### config.mk
export PLATFORM = sky130hd
export DESIGN_NAME = uart_tx_arbiter
export DESIGN_NICKNAME = d
export VERILOG_FILES = /design/src/rtl/uart_tx_arbiter.sv
export SDC_FILE = /design/constraint.sdc
export NUM_CORES = 1
export LEC_CHECK = 0
export ABC_CLOCK_PERIOD_IN_PS = 3600
export BUFFER_PORTS_ARGS = -buffer_cell sky130_fd_sc_hd__buf_2
export CORE_ASPECT_RATIO = 1.2
export CORE_MARGIN = 4
export CORE_UTILIZATION = 40
export DETAILED_ROUTE_END_ITERATION = 8
export PLACE_DENSITY_LB_ADDON = 0.25
export SLEW_MARGIN = 10
export SYNTH_ARGS = -nofsm -noshare
export SYNTH_HDL_FRONTEND = slang
export SYNTH_SLANG_ARGS = --single-unit
### constraint.sdc
create_clock -name Clock -period 3.6 [get_ports Clock]
set_clock_uncertainty 0.2 [all_clocks]
set_input_delay 1.08 -clock Clock [delete_from_list [all_inputs] [get_ports Clock]]
set_output_delay 1.08 -clock Clock [all_outputs]
set_load 0.01 [all_outputs]
### src/rtl/uart_tx_arbiter.sv
// uart_tx_arbiter: round-robin arbiter that lets four requesters share one UART
// transmitter. Ownership is granted per whole message. Each byte is handed to
// the UART with an XMitGo/TxEmpty handshake. A transmitter that never
// acknowledges a byte causes the message to be abandoned with a TimeoutErr pulse.
module uart_tx_arbiter #(
  parameter int unsigned TIMEOUT_CYC = 65535
) (
  input  logic        Clock,
  input  logic        Reset,
  input  logic [3:0]  Req,
  input  logic [3:0]  Last,
  input  logic [31:0] Data,
  output logic [3:0]  Ack,
  output logic [3:0]  Grant,
  input  logic        TxEmpty,
  output logic        XMitGo,
  output logic [7:0]  TxData,
  output logic        Busy,
  output logic        TimeoutErr
);

  localparam logic [15:0] TMO = 16'(TIMEOUT_CYC);

  typedef enum logic [1:0] {
    IDLE  = 2'd0,
    LOAD  = 2'd1,
    SEND  = 2'd2,
    DRAIN = 2'd3
  } state_t;

  state_t      state;
  logic [1:0]  ptr;
  logic [1:0]  gidx;
  logic [15:0] tcnt;
  logic        last_byte;

  logic [1:0]  winner;
  logic [15:0] tcnt_nxt;
  logic [7:0]  gbyte;

  // First requester at or above the rotating pointer, wrapping modulo 4.
  // The loop runs from the farthest slot down, so the nearest set bit wins.
  function automatic logic [1:0] pick(input logic [3:0] req, input logic [1:0] start);
    logic [1:0] w;
    logic [1:0] idx;
    w = start;
    for (int k = 3; k >= 0; k--) begin
      idx = start + 2'(k);
      if (req[idx]) w = idx;
    end
    return w;
  endfunction

  function automatic logic [3:0] onehot(input logic [1:0] i);
    return 4'b0001 << i;
  endfunction

  // Winner search, saturating timeout increment and granted byte selection.
  always_comb begin
    winner   = pick(Req, ptr);
    tcnt_nxt = (tcnt == 16'hFFFF) ? tcnt : tcnt + 16'd1;
    gbyte    = Data[{gidx, 3'b000} +: 8];
  end

  assign Busy = (state != IDLE);

  // Arbiter FSM. Ack and TimeoutErr default low, so each is a one-cycle pulse.
  always_ff @(posedge Clock) begin
    if (Reset) begin
      state      <= IDLE;
      ptr        <= 2'd0;
      gidx       <= 2'd0;
      tcnt       <= 16'd0;
      last_byte  <= 1'b0;
      Grant      <= 4'd0;
      Ack        <= 4'd0;
      XMitGo     <= 1'b0;
      TxData     <= 8'h00;
      TimeoutErr <= 1'b0;
    end else begin
      Ack        <= 4'd0;
      TimeoutErr <= 1'b0;
      case (state)
        IDLE: begin
          Grant <= 4'd0;
          if ((|Req) && TxEmpty) begin
            gidx  <= winner;
            Grant <= onehot(winner);
            state <= LOAD;
          end
        end
        LOAD: begin
          if (Req[gidx]) begin
            TxData    <= gbyte;
            last_byte <= Last[gidx];
            XMitGo    <= 1'b1;
            Ack       <= onehot(gidx);
            tcnt      <= 16'd0;
            state     <= SEND;
          end else begin
            Grant <= 4'd0;
            ptr   <= gidx + 2'd1;
            state <= IDLE;
          end
        end
        SEND: begin
          if (!TxEmpty) begin
            XMitGo <= 1'b0;
            state  <= DRAIN;
          end else begin
            tcnt <= tcnt_nxt;
            if (tcnt_nxt >= TMO) begin
              XMitGo     <= 1'b0;
              TimeoutErr <= 1'b1;
              Grant      <= 4'd0;
              ptr        <= gidx + 2'd1;
              state      <= IDLE;
            end
          end
        end
        DRAIN: begin
          if (TxEmpty) begin
            if (last_byte) begin
              Grant <= 4'd0;
              ptr   <= gidx + 2'd1;
              state <= IDLE;
            end else begin
              state <= LOAD;
            end
          end
        end
        default: state <= IDLE;
      endcase
    end
  end

endmodule

# Word-level counts from Yosys, hierarchy flattened

Cells that the tools add are included.

Register bits after elaboration: 41
Latch bits: 0
Bits in writable memories: 0
Bits in read-only memories: 0
Word-level logic and storage cells: 100
Memories kept: 0

$add $sub $neg: 5
Multiply operators: 0
Divide/modulo/power cells: 0
$lt $le $gt $ge: 6
Equal/unequal tests: 12
Shifts and indexed selects: 3
Mux-type cells: 45
Bitwise operators: 4
Reduce and logical (&&, ||, !) cells: 15

Operator list:

| cell                                                                          | count |
|---|---|
| 16-bit 2-to-1 mux                                                             | 3 |
| 16-bit one-hot mux with 2 select lines                                        | 1 |
| 32-bit by 6-bit variable part select with 8-bit output                        | 1 |
| 2-bit 2-to-1 mux                                                              | 14 |
| 4-bit 2-to-1 mux                                                              | 6 |
| 16-bit by 1-bit adder with 16-bit output (second input constant)              | 1 |
| 16-bit == test (second input constant)                                        | 1 |
| 16-bit greater-or-equal comparator (second input constant)                    | 1 |
| 4-bit one-hot mux with 4 select lines                                         | 1 |
| 2-bit by 3-bit less-than comparator with 1-bit output (second input constant) | 5 |
| 2-bit != test (second input constant)                                         | 7 |
| 1-bit binary-select mux with 2-bit select                                     | 6 |
| 1-bit 2-to-1 mux                                                              | 11 |
| 3-bit AND reduction                                                           | 3 |
| 2-bit one-hot mux with 4 select lines                                         | 1 |
| 1-bit by 2-bit left shift with 4-bit output (first input constant)            | 2 |
| 2-bit one-hot mux with 3 select lines                                         | 1 |
| 6-bit AND reduction                                                           | 1 |
| 3-bit OR reduction                                                            | 2 |
| 5-bit AND reduction                                                           | 1 |
| 2-bit by 1-bit adder with 2-bit output (second input constant)                | 2 |
| 2-bit adder (second input constant)                                           | 2 |
| 2-bit == test (second input constant)                                         | 2 |
| 1-bit NOT                                                                     | 4 |
| 9 further kinds                                                               | 11 |

# Depth between registers and ports, before layout

Depth after elaboration: 10
Mapped depth: 10
Gate-level depth less buffers: 8

# Worst setup path before layout

OpenSTA, ideal clock, no wires.

Path type: input -> register
From: input TxEmpty
To: register ptr[1]
Arrival time: 2445 ps
Required time: 3268 ps
Path slack: 823 ps
Stages: 7
Buffers on the path: 1
Path through: and2_1 -> clkbuf_1 -> o311a_1 -> o211ai_1 -> or4b_1 -> a21oi_1 -> nor3_1

Word-level cells in the longest chain between the ends: 2

Ends and longest elaborated chain:

| element                           | RTL line | RTL |
|---|---|---|
| from (decl)                       | 15       | `input logic TxEmpty,` |
| 2-bit != test (no line)           | n/a      |  |
| 6-bit AND reduction (no line) (*) | n/a      |  |
| to (signal assigned)              | 102      | `ptr <= gidx + 2'd1;` |
| to (signal assigned)              | 116      | `ptr <= gidx + 2'd1;` |
| to (signal assigned)              | 125      | `ptr <= gidx + 2'd1;` |
| to (decl)                         | 32       | `logic [1:0] ptr;` |

Every way passes the cells marked *; elsewhere a longest branch is shown, timed or not.
A chain may end at the register's enable or synchronous reset.

# Worst setup path after layout

From: register tcnt[0]
To: register ptr[1]

Word-level cells in the longest chain between the ends: 5

Ends and longest elaborated chain:

| element                                                                           | RTL line | RTL |
|---|---|---|
| from (decl)                                                                       | 34       | `logic [15:0] tcnt;` |
| from (signal assigned)                                                            | 111      | `tcnt <= tcnt_nxt;` |
| 16-bit by 1-bit adder with 16-bit output / 16-bit == test (equally long branches) | 61       | `tcnt_nxt = (tcnt == 16'hFFFF) ? tcnt : tcnt + 16'd1;` |
| 16-bit 2-to-1 mux (*)                                                             | 61       |  |
| 16-bit greater-or-equal comparator (*)                                            | 112      | `if (tcnt_nxt >= TMO) begin` |
| 2-bit != test (no line) (*)                                                       | n/a      |  |
| 6-bit AND reduction (no line) (*)                                                 | n/a      |  |

Marks and branches as above.

==> metrics.txt <==
# TYPE chip_impl_metric gauge
chip_impl_info{name="run_status",value="finished clean"} 1
chip_impl_info{name="postSynth.topFlopCell",value="dfxtp_1"} 1
chip_impl_metric{name="p_leak",unit="µW"} 0.001146
chip_impl_metric{name="postSynthRegisterBits",unit=""} 41
chip_impl_metric{name="globalplace.congestion",unit=""} 0.9657
chip_impl_info{name="cp-start-kind",value="flop"} 1
chip_impl_metric{name="synth.cell_area",unit="mm²"} 0.002625
chip_impl_metric{name="die_span_y",unit="µm"} 96.74
chip_impl_metric{name="share_clk_of_total_power",unit=""} 0.376
chip_impl_metric{name="timing_max_transition_violations_final",unit=""} 0
chip_impl_metric{name="hold_buffers",unit=""} 0
chip_impl_metric{name="layout_min_cycle_time",unit="ps"} 3151
chip_impl_metric{name="synth.top_cell.area_share",unit=""} 0.3127
chip_impl_info{name="cts_tree",value="yes"} 1
chip_impl_metric{name="total_number_of_vias",unit=""} 2734
chip_impl_metric{name="placed_area",unit="mm²"} 0.002987
chip_impl_metric{name="grt.met3_usage",unit=""} 0.03073
chip_impl_metric{name="detail_route.wl_per_cell",unit="µm"} 15.37
chip_impl_metric{name="fraction_of_final_layout_cells_with_drive_strength_greater_than_1",unit=""} 0.2474
chip_impl_metric{name="final_nets",unit=""} 427
chip_impl_metric{name="grt_start_max_net_pins",unit=""} 22
chip_impl_metric{name="maxCapViolations",unit=""} 0
chip_impl_metric{name="post-route-period-util",unit=""} 0.8753
chip_impl_info{name="rsz_0062_raised_after_global_routing",value="no"} 1
chip_impl_metric{name="p_comb_frac",unit=""} 0.166
chip_impl_metric{name="p_seq_frac",unit=""} 0.458
chip_impl_info{name="yosysMostFrequentCell",value="nand2_1"} 1
chip_impl_info{name="ys_top_cells_by_area",value="dfxtp_1, mux4_2, nand2_1"} 1
chip_impl_metric{name="layout.cell_area.non_filler",unit="mm²"} 0.003107
chip_impl_metric{name="route.antenna.remaining_nets",unit=""} 0
chip_impl_metric{name="power.internal",unit="µW"} 775.4
chip_impl_metric{name="synth-async-reset-ratio",unit=""} 0
chip_impl_metric{name="ctsResizeCount",unit=""} 0
chip_impl_metric{name="design.portCount",unit=""} 62
chip_impl_metric{name="antenna_found_initial",unit=""} 0
chip_impl_metric{name="pwr_cell_area",unit="mW/mm²"} 339.6
chip_impl_metric{name="globalRouteOverflowTotal",unit=""} 0
chip_impl_metric{name="post-cts-setup-buffers",unit=""} 0
chip_impl_metric{name="placement_rows",unit=""} 32
chip_impl_metric{name="met2_usage",unit=""} 0.3279
chip_impl_metric{name="vias_per_cell",unit=""} 5.829
chip_impl_metric{name="cts.sink_count",unit=""} 41
chip_impl_info{name="combinational_family_with_the_most_area_after_synthesis",value="simple AND/OR/NAND/NOR gates"} 1
chip_impl_metric{name="synthAdderAreaFrac",unit=""} 0.004766
chip_impl_metric{name="synth-seq-area-share",unit=""} 0.3127
chip_impl_metric{name="drt-pass1-iter-count",unit=""} 4
chip_impl_metric{name="synth-compound-area-share",unit=""} 0.2154
chip_impl_info{name="global_route.peak_usage_layer",value="met2"} 1
chip_impl_metric{name="synthesis.instances",unit=""} 334
chip_impl_metric{name="sum_of_routed_wire_length_over_all_layers",unit="mm"} 7.207
chip_impl_metric{name="max-vdd-ir-drop",unit="mV"} 0.1813
chip_impl_metric{name="clkSlewWorstSetupHoldPaths",unit="ps"} 90
chip_impl_metric{name="cts-htree-levels",unit=""} 2
chip_impl_metric{name="chipWidth",unit="µm"} 81.95
chip_impl_metric{name="port-buffer-count",unit=""} 61
chip_impl_metric{name="global_route.usage.total",unit=""} 0.1874
chip_impl_info{name="crit_path_end_kind",value="flop"} 1
chip_impl_metric{name="area_of_the_die",unit="mm²"} 0.007928
chip_impl_metric{name="cp_data_required_time",unit="ps"} 3580
chip_impl_metric{name="initial_utilization",unit=""} 0.4098
chip_impl_metric{name="report.final.setup_viol",unit=""} 0
chip_impl_metric{name="total_switching_power",unit="µW"} 279.5
chip_impl_metric{name="global_route.usage.met1",unit=""} 0.2303
chip_impl_metric{name="route.detailed.drc",unit=""} 0
chip_impl_metric{name="synth_xor_area_frac",unit=""} 0.02002
chip_impl_metric{name="final-hold-violation-count",unit=""} 0
chip_impl_info{name="synth.cells.most_frequent",value="nand2_1, dfxtp_1, nor2_1, a21oi_1"} 1
chip_impl_metric{name="yosysWarningCount",unit=""} 0
chip_impl_metric{name="count_of_flip_flops_with_a_built_in_enable_after_synthesis",unit=""} 0
chip_impl_metric{name="cts_inserted_buffers",unit=""} 5
chip_impl_metric{name="drt_iter0_drc",unit=""} 239
chip_impl_metric{name="grt_pass1_vias",unit=""} 2554
chip_impl_metric{name="dpl.hpwl",unit="mm"} 5.417
chip_impl_metric{name="grt_pass1_wl",unit="mm"} 12.03
chip_impl_metric{name="critical_path_arrival",unit="ps"} 3130
chip_impl_metric{name="antenna-diode-count",unit=""} 0
chip_impl_metric{name="flow.area_growth_from_synthesis",unit="%"} 18.35
chip_impl_metric{name="design.core.area",unit="mm²"} 0.006406
chip_impl_metric{name="max_clock_freq",unit="MHz"} 317.3
chip_impl_metric{name="synthesis.area_per_instance",unit="µm²"} 7.859
chip_impl_info{name="min-delay-path-class",value="flop to flop"} 1
chip_impl_metric{name="slew_of_the_pin_with_the_lowest_slew_margin",unit="ps"} 650.7
chip_impl_metric{name="max-slew-margin-rel",unit=""} 0.5662
chip_impl_metric{name="setup_tns",unit="ps"} 0
chip_impl_metric{name="clock_tree.buffer_depth",unit=""} 2
chip_impl_metric{name="synth_cell_type_count",unit=""} 56
chip_impl_metric{name="synth_fp_nets",unit=""} 378
chip_impl_metric{name="clock_latency",unit="ps"} 300
chip_impl_metric{name="worstPathMaxFanout",unit=""} 9
chip_impl_metric{name="post_synth_and_or_nand_nor_area_fraction",unit=""} 0.3003
chip_impl_metric{name="synth.mux.area_fraction",unit=""} 0.09342
chip_impl_info{name="timing.setup.critical_path_class",value="flop to flop"} 1
chip_impl_metric{name="power_switching_share",unit=""} 0.2650
chip_impl_info{name="cts-root-buf",value="clkbuf_8"} 1
chip_impl_info{name="yosys.area.top_type",value="dfxtp_1"} 1
## cell usage in the layout (no fill, tap or decap), drive strengths merged, types with 3 or more instances in the layout
| cell | Yosys | final |
|---|---|---|
| a21oi | 28 | 28 |
| and3 | 3 | 3 |
| nor4 | 9 | 9 |
| and2 | 4 | 4 |
| nand3 | 15 | 15 |
| xor2 | 4 | 4 |
| dfxtp | 41 | 41 |
| o211ai | 4 | 4 |
| or4 | 4 | 4 |
| or3 | 5 | 5 |
| nor2 | 30 | 30 |
| nor3 | 9 | 9 |
| nor2b | 6 | 6 |
| nand4 | 5 | 5 |
| inv | 8 | 8 |
| nor4b | 3 | 3 |
| mux4 | 10 | 10 |
| a31oi | 8 | 8 |
| buf | 5 | 69 |
| nand2b | 4 | 4 |
| o211a | 4 | 4 |
| a311oi | 3 | 3 |
| o21ai | 19 | 19 |
| clkbuf | 22 | 6 |
| nand2 | 43 | 43 |
## worst paths after layout
kind / depth (start not counted) / to / slack (ps) / startpoint
worst max-delay path: 8 / ptr[1] / 450 / tcnt[0]
worst min-delay path: 2 / TxData[3] / 260 / TxData[3]
worst max register to register: 8 / ptr[1] / 450 / tcnt[0]
worst min register to register: 2 / TxData[3] / 260 / TxData[3]
## cell families (layout without fill, tap and decap cells)
group	Yosys count	count (layout)
simple gates	152	152
flops	41	41
buf+inv	35	85
fa+ha+maj	1	1
mux	12	12
compound gates	87	87
xor+xnor	6	6
## layout make-up
| cell class | instances | area (µm²) |
|---|---|---|
| clock buffer | 6 | 82.58 |
| clock inverter | 2 | 37.54 |
| fill | 672 | 3299 |
| inverter | 8 | 30.03 |
| multi-input combinational | 258 | 1664 |
| sequential | 41 | 820.8 |
| tap | 85 | 106.4 |
| timing repair buffer | 69 | 365.4 |
## routing by layer
layer | part of all wire | vias to the layer above | wire length (µm)
li1 | - | 1341 | -
met1 | 0.41 | 1274 | 2979
met2 | 0.50 | 104 | 3630
met5 | 0 | - | 0
met4 | 0.021 | 0 | 151
met3 | 0.062 | 15 | 445
## flip-flops by register name, indices dropped and copies added (netlist names)
| signal | flops |
|---|---|
| Ack | 4 |
| TimeoutErr | 1 |
| state | 2 |
| Grant | 4 |
| XMitGo | 1 |
| gidx | 2 |
| tcnt | 16 |
| TxData | 8 |
| last_byte | 1 |
| ptr | 2 |
## worst max-delay path, stage by stage, from the launching register on
cell,delay (ps)
dfxtp_1,440
ha_1,380
nand3_1,270
or4_1,640
o21ai_0,140
nand4bb_1,140
or4b_1,580
a21oi_1,180
nor3_1,60
## metrics by stage
step	power, µW	hold slack [ps]	util	worst slack [ps]	instances
2_1_floorplan	605.9	259.2	-	823.3	334
3_3_place_gp	666.5	239.0	0.4662	593.4	461
3_5_place_dp	668.6	245.2	0.4662	565.7	461
4_1_cts	1062	256.3	0.4850	510.7	469
5_1_grt	1099	269.8	0.4850	283.3	469
6_report	1055	255.4	0.4850	448.9	469
## power by group through the flow
stage | clock network, µW | logic (µW) | registers, µW
after floorplan | 0 | 112 | 494
after global placement | 0 | 174 | 493
after detailed placement | 0 | 175 | 493
after CTS | 403 | 176 | 483
after global routing | 418 | 195 | 486
final | 397 | 175 | 483
Note: power is estimated with default switching activity, not from simulation.
